File: src/rtl/io_map_pkg.sv
// Shared IO-map constants and FSM state type for the switch/LED block.
// Bit indices cover the optional SWITCH_IRQ_EN interrupt-enable field.
package io_map_pkg;

  localparam logic [3:0] IO_SW_DATA   = 4'h0;
  localparam logic [3:0] IO_SW_STATUS = 4'h4;
  localparam logic [3:0] IO_LED       = 4'h8;
  localparam logic [3:0] IO_SW_CTRL   = 4'hC;

  localparam int unsigned ST_VALID    = 0;
  localparam int unsigned ST_OVERRUN  = 1;
  localparam int unsigned ST_STABLE   = 2;
  localparam int unsigned ST_IRQ_EN   = 3;
  localparam int unsigned ST_CASE_LSB = 8;

  localparam int unsigned CTRL_CLR_VALID   = 0;
  localparam int unsigned CTRL_CLR_OVERRUN = 1;
  localparam int unsigned CTRL_IRQ_EN      = 2;

  localparam int unsigned SW_WIDTH  = 24;
  localparam int unsigned BUS_WIDTH = 32;

  typedef enum logic [1:0] {
    IDLE    = 2'd0,
    CAPTURE = 2'd1,
    HELD    = 2'd2
  } sw_state_t;

endpackage

File: src/rtl/switch_debouncer.sv
// Two-flop synchronizer for all switches plus a stability counter on the
// enter bit; emits the debounced level and single-cycle edge strobes.
module switch_debouncer
  import io_map_pkg::*;
#(
  parameter int unsigned DEBOUNCE_CYCLES = 20,
  parameter int unsigned ENTER_BIT       = 20
) (
  input  logic                clock,
  input  logic                reset,
  input  logic [SW_WIDTH-1:0] i_sw_raw,
  output logic [SW_WIDTH-1:0] o_sw_s,
  output logic                o_stable,
  output logic                o_rise_c,
  output logic                o_fall_c
);

  localparam int unsigned CNT_W = (DEBOUNCE_CYCLES > 1) ? $clog2(DEBOUNCE_CYCLES) : 1;
  localparam logic [CNT_W-1:0] CNT_LAST = CNT_W'(DEBOUNCE_CYCLES - 1);

  logic [SW_WIDTH-1:0] r_sync1;
  logic [SW_WIDTH-1:0] r_sync2;
  logic [CNT_W-1:0]    r_cnt;
  logic                r_stable;
  logic                w_mismatch;
  logic                w_toggle;

  assign w_mismatch = r_sync2[ENTER_BIT] ^ r_stable;
  assign w_toggle   = w_mismatch && (r_cnt == CNT_LAST);

  // The counter only advances while the synchronized bit disagrees with the
  // accepted level; any agreement restarts the stability window.
  always_ff @(posedge clock or posedge reset) begin
    if (reset) begin
      r_sync1  <= '0;
      r_sync2  <= '0;
      r_cnt    <= '0;
      r_stable <= 1'b0;
    end else begin
      r_sync1 <= i_sw_raw;
      r_sync2 <= r_sync1;
      if (w_toggle) begin
        r_stable <= ~r_stable;
        r_cnt    <= '0;
      end else if (w_mismatch) begin
        r_cnt <= r_cnt + CNT_W'(1);
      end else begin
        r_cnt <= '0;
      end
    end
  end

  assign o_sw_s   = r_sync2;
  assign o_stable = r_stable;
  assign o_rise_c = w_toggle & ~r_stable;
  assign o_fall_c = w_toggle &  r_stable;

endmodule

File: src/rtl/switch_input_controller.sv
// Memory-mapped switch entry and LED register block for the CPU IO bus.
// Optional macro SWITCH_IRQ_EN adds the irq output and CTRL/STATUS irq_en bit.
module switch_input_controller
  import io_map_pkg::*;
#(
  parameter int unsigned DEBOUNCE_CYCLES = 20,
  parameter int unsigned ENTER_BIT       = 20,
  parameter int unsigned DATA_WIDTH      = 16,
  parameter int unsigned CASE_LSB        = 21
) (
  input  logic                 clock,
  input  logic                 reset,
  input  logic [SW_WIDTH-1:0]  switches_in,
  input  logic                 io_sel,
  input  logic [3:0]           io_offset,
  input  logic                 io_read,
  input  logic                 io_write,
  input  logic [BUS_WIDTH-1:0] write_data,
  output logic [BUS_WIDTH-1:0] read_data,
`ifdef SWITCH_IRQ_EN
  output logic                 irq,
`endif
  output logic [SW_WIDTH-1:0]  lights_out
);

  logic [SW_WIDTH-1:0]   w_sw_s;
  logic                  w_stable;
  logic                  w_rise_c;
  logic                  w_fall_c;

  sw_state_t             r_state;
  sw_state_t             w_state_nxt;
  logic                  w_capture;

  logic [DATA_WIDTH-1:0] r_data;
  logic [2:0]            r_case;
  logic                  r_valid;
  logic                  r_overrun;
  logic [SW_WIDTH-1:0]   r_lights;
  logic                  w_irq_en;

  logic                  w_rd;
  logic                  w_wr;
  logic                  w_rd_data;
  logic                  w_wr_led;
  logic                  w_wr_ctrl;
  logic                  w_clr_valid;
  logic                  w_clr_ovr;
  logic [BUS_WIDTH-1:0]  w_status;
  logic [BUS_WIDTH-1:0]  w_rd_mux;
  logic                  w_unused;

  switch_debouncer #(
    .DEBOUNCE_CYCLES (DEBOUNCE_CYCLES),
    .ENTER_BIT       (ENTER_BIT)
  ) u_debouncer (
    .clock    (clock),
    .reset    (reset),
    .i_sw_raw (switches_in),
    .o_sw_s   (w_sw_s),
    .o_stable (w_stable),
    .o_rise_c (w_rise_c),
    .o_fall_c (w_fall_c)
  );

  always_ff @(posedge clock or posedge reset) begin
    if (reset) begin
      r_state <= IDLE;
    end else begin
      r_state <= w_state_nxt;
    end
  end

  // Leaving HELD also on a low level guards against a release landing in CAPTURE.
  always_comb begin
    w_state_nxt = r_state;
    case (r_state)
      IDLE:    if (w_rise_c) w_state_nxt = CAPTURE;
      CAPTURE: w_state_nxt = HELD;
      HELD:    if (w_fall_c || !w_stable) w_state_nxt = IDLE;
      default: w_state_nxt = IDLE;
    endcase
  end

  always_comb begin
    w_capture = 1'b0;
    if (r_state == CAPTURE) w_capture = 1'b1;
  end

  assign w_rd      = io_sel & io_read;
  assign w_wr      = io_sel & io_write;
  assign w_rd_data = w_rd && (io_offset == IO_SW_DATA);
  assign w_wr_led  = w_wr && (io_offset == IO_LED);
  assign w_wr_ctrl = w_wr && (io_offset == IO_SW_CTRL);

  assign w_clr_valid = w_rd_data | (w_wr_ctrl & write_data[CTRL_CLR_VALID]);
  assign w_clr_ovr   = w_wr_ctrl & write_data[CTRL_CLR_OVERRUN];

  // A capture always wins over a clear of valid; overrun only when the
  // previous operand is still unread after this cycle's clears.
  always_ff @(posedge clock or posedge reset) begin
    if (reset) begin
      r_data    <= '0;
      r_case    <= '0;
      r_valid   <= 1'b0;
      r_overrun <= 1'b0;
      r_lights  <= '0;
    end else begin
      if (w_capture) begin
        r_data <= w_sw_s[DATA_WIDTH-1:0];
        r_case <= w_sw_s[CASE_LSB+2:CASE_LSB];
      end
      if (w_capture) begin
        r_valid <= 1'b1;
      end else if (w_clr_valid) begin
        r_valid <= 1'b0;
      end
      if (w_capture && r_valid && !w_clr_valid) begin
        r_overrun <= 1'b1;
      end else if (w_clr_ovr) begin
        r_overrun <= 1'b0;
      end
      if (w_wr_led) begin
        r_lights <= write_data[SW_WIDTH-1:0];
      end
    end
  end

`ifdef SWITCH_IRQ_EN
  logic r_irq_en;

  always_ff @(posedge clock or posedge reset) begin
    if (reset) begin
      r_irq_en <= 1'b0;
    end else if (w_wr_ctrl) begin
      r_irq_en <= write_data[CTRL_IRQ_EN];
    end
  end

  assign w_irq_en = r_irq_en;
  assign irq      = r_valid & r_irq_en;
`else
  assign w_irq_en = 1'b0;
`endif

  always_comb begin
    w_status                        = '0;
    w_status[ST_VALID]              = r_valid;
    w_status[ST_OVERRUN]            = r_overrun;
    w_status[ST_STABLE]             = w_stable;
    w_status[ST_IRQ_EN]             = w_irq_en;
    w_status[ST_CASE_LSB +: 3]      = r_case;
  end

  always_comb begin
    w_rd_mux = '0;
    if (w_rd && !reset) begin
      case (io_offset)
        IO_SW_DATA:   w_rd_mux = BUS_WIDTH'(r_data);
        IO_SW_STATUS: w_rd_mux = w_status;
        IO_LED:       w_rd_mux = BUS_WIDTH'(r_lights);
        default:      w_rd_mux = '0;
      endcase
    end
  end

  assign read_data  = w_rd_mux;
  assign lights_out = r_lights;

  assign w_unused = ^{write_data[BUS_WIDTH-1:SW_WIDTH], w_sw_s};

endmodule

File: config.mk
export PLATFORM = sky130hd
export DESIGN_NAME = switch_input_controller
export DESIGN_NICKNAME = d
export VERILOG_FILES = /design/src/rtl/io_map_pkg.sv /design/src/rtl/switch_debouncer.sv /design/src/rtl/switch_input_controller.sv
export SDC_FILE = /design/constraint.sdc
export NUM_CORES = 1
export LEC_CHECK = 0
export CAP_MARGIN = 10
export CORE_AREA = 2 2 96 98
export DETAILED_ROUTE_END_ITERATION = 8
export DIE_AREA = 0 0 98 100
export PLACE_DENSITY_LB_ADDON = 0.15
export SLEW_MARGIN = 20
export SYNTH_ARGS = -nofsm -noshare
export SYNTH_HDL_FRONTEND = slang
export SYNTH_SLANG_ARGS = --single-unit
File: constraint.sdc
create_clock -name clock -period 5.1 [get_ports clock]
set_input_delay 1.02 -clock clock [delete_from_list [all_inputs] [get_ports clock]]
set_output_delay 1.02 -clock clock [all_outputs]
set_load 0.02 [all_outputs]
==> impl_metrics.tcl <==
set metrics [dict create \
    cts.path.max_buffers 2 \
    cap_violations 0 \
    ant_nets 0 \
    cts_buffers 9 \
    yosys.area.top_type "dfrtp_1" \
    syn_avg_cell_area_sq_um 14.6 \
    synth-seq-area-share_pct 66.1 \
    vias_per_cell 4.78 \
    final_core_util_pct 54.1 \
    antenna_found_initial 0 \
    synth_seq_cells 93 \
    cts.htree.levels 3 \
    critPathArrivalTime_ps 3200 \
    p_leak_uw 0.00210 \
    cts_sinks 93 \
    cts_tree "yes" \
    grt_max_degree 77 \
    vias 2217 \
    worst-setup-path-type "in2out" \
    gp_congestion 0.705 \
    drtIter0Drc 143 \
    yosys.cell_types.count 37 \
    nets 415 \
    sw_frac_of_total_pct 25.5 \
    worstMarginPinSlew_ps 940 \
    finalSetupViolCount 0 \
    grt-ovfl-total 0 \
    final.period_utilization_pct 82.8 \
    chipWidth_um 98 \
    synth_top_area_share_pct 66.1 \
    crit_required_ps 4080 \
    async_flop_share_pct 100 \
    yosys-top-cells-count "dfrtp_1, mux2_2, nor2_1" \
    syn-cell-area_sq_um 3520 \
    worst_clock_skew_ps 8.23 \
    peakVddDrop_mv 0.169 \
    routed_wl_mm 6.99 \
    dp_slack_ps 882 \
    start_util_pct 39.6 \
    register_area_sq_um 2330 \
    design_area_sq_um 4810 \
    multi_input_area_sq_um 1090 \
    synth_area_leaders "dfrtp_1, mux2_2, a22oi_1, nor2_1, buf_4" \
    nFillCells 774 \
    slew_headroom_pct 37.3 \
    power_frac_seq_pct 52.8 \
    dpl_cell_area_sq_um 4610 \
    cts_setup_buffers 0 \
    drc 0 \
    grt_pass1_wl_mm 11.6 \
    final-hold-violation-count 0 \
    final_cells 464 \
    firstDrtPassIters 4 \
    clkPwrFrac_pct 31.3 \
    ctsHoldBuffers 0 \
    synth_edf_count 0 \
    coreArea_sq_um 8890 \
    yosysMostFrequentCell "dfrtp_1" \
    p_int_uw 1170 \
    num_io_pins 121 \
    syn2layout_area_growth_pct 36.7 \
    die_h_um 100 \
    worst_slack_ps 878 \
    tns_ps 0 \
    clock.fmax_ghz 0.237 \
    ctsResizeCount 0 \
    synthFlopType "dfrtp_1" \
    worst-path-max-fanout 13 \
    io_buffer_count 100 \
    die-area_sq_um 9800 \
    grt_usage_pct 15.1 \
    path_clk_slew_ps 80 \
    clock-root-buffer "clkbuf_8" \
    clock_latency_ps 350 \
    finalCriticalPeriod_ps 4220 \
    grt_pass1_vias 2316 \
    endpoint_kind "primary output" \
    hpwl_mm 4.70 \
    yosys_warnings 0 \
    worst_hold_path_type "reg2reg" \
    antenna_cells 0 \
    route.detailed.wl_per_inst_um 15.1 \
    finalMaxSlewViolations 0 \
    rows 35 \
    p_per_area_nw_per_um2 326 \
    drive_above_1_share_pct 20.1 \
    dp.cells 449 \
    status "complete, no violations" \
    combinationalPowerShare_pct 15.9 \
    syn_inst 242 \
    p_sw_uw 400 \
    rsz0062_at_grt "no" \
    worstSetupStartpointType "input pin" \
]
-- power by group through the flow --
stage / Clock [uW] / Combinational, uW / Sequential (uW)
detailed placement: 0 / 252 / 845
global placement: 0 / 249 / 842
CTS: 507 / 253 / 830
global route: 541 / 268 / 839
floorplan: 0 / 77.2 / 883
finish: 491 / 249 / 829
-- kinds of logic (layout without fill, tap and decap cells) --
logic type                 Yosys count  after routing  share of synthesized area, %
buffers and inverters               20            124                          3.84
DFF                                 93             93                          66.1
AOI/OAI and AO/OA                   22             22                          4.55
adders and majority gates            1              1                         0.355
other                                1              8                         0.106
and+or+nand+nor                     51             51                          8.31
muxes                               50             50                          15.8
xor gates and xnor gates             4              4                         0.995
-- layout make-up --
| class | count | share of cell area, % |
|---|---|---|
| Timing Repair Buffer | 106 | 21.7 |
| Clock buffer | 10 | 2.86 |
| Multi-Input combinational cell | 136 | 22.6 |
| Sequential cell | 93 | 48.3 |
| Tap cell | 111 | 2.89 |
| Clock inverter | 5 | 1.25 |
| Inverter | 3 | 0.312 |
-- critical path, cell delays in order --
cell and delay [ps]:
clkdlybuf4s50_1 680, nor4b_2 400, buf_4 270, a22oi_1 110, nor2_1 110, clkdlybuf4s50_1 610
-- layout by cell type (no fill, tap or decap), types with 2 or more instances in the layout --
master	n
clkbuf_8	10
a22oi_1	10
xor2_1	3
o21ai_0	2
and2_1	8
clkdlybuf4s50_1	100
conb_1	8
a2bb2oi_1	4
clkinvlp_4	2
nand2_1	5
inv_1	2
or2_2	2
buf_4	6
a21oi_1	2
mux2i_1	6
o31ai_1	3
nand3_1	3
dfrtp_1	93
and3_1	2
mux2_2	43
nor2_1	19
-- through the flow --
step	total power, uW	hold slack [ps]
3_5_place_dp	1100	335
6_report	1570	352
4_1_cts	1590	356
3_3_place_gp	1090	332
5_1_grt	1650	360
2_1_floorplan	960	331
-- routing by layer --
metal / up-vias / wire [um] / global-route usage, %
met4: 0 / 108 / 5.13
met3: 9 / 500 / 4.60
met5: - / 0 / 0
met1: 1098 / 3120 / 19.6
li1: 1034 / - / -
met2: 76 / 3270 / 24.4
-- path summary, 6_finish.rpt --
check                                                       start                                to  slack (ps)  cells past startpoint
max in group asynchronous                                   reset  u_debouncer.r_sync1[6]$_DFF_PP0_        2750                      3
worst min-delay path            u_debouncer.r_sync1[10]$_DFF_PP0_  u_debouncer.o_sw_s[10]$_DFF_PP0_         350                      0
worst max register to register             r_state[1]$_DFFE_PP0P_             r_data[2]$_DFFE_PP0N_        3710                      2
min in group asynchronous                                   reset         lights_out[0]$_DFFE_PP0P_        1090                      2
worst min register to register  u_debouncer.r_sync1[10]$_DFF_PP0_  u_debouncer.o_sw_s[10]$_DFF_PP0_         350                      0
worst max-delay path                                 io_offset[2]                      read_data[4]         880                      6
-- flip-flops by register name (all words and copies together), names as in the netlist --
signal	cells
u_debouncer.r_cnt	5
u_debouncer.o_stable	1
r_data	16
u_debouncer.o_sw_s	20
r_state	2
lights_out	24
r_overrun	1
r_valid	1
r_case	3
u_debouncer.r_sync1	20
Note: power is estimated with default switching activity, not from simulation.
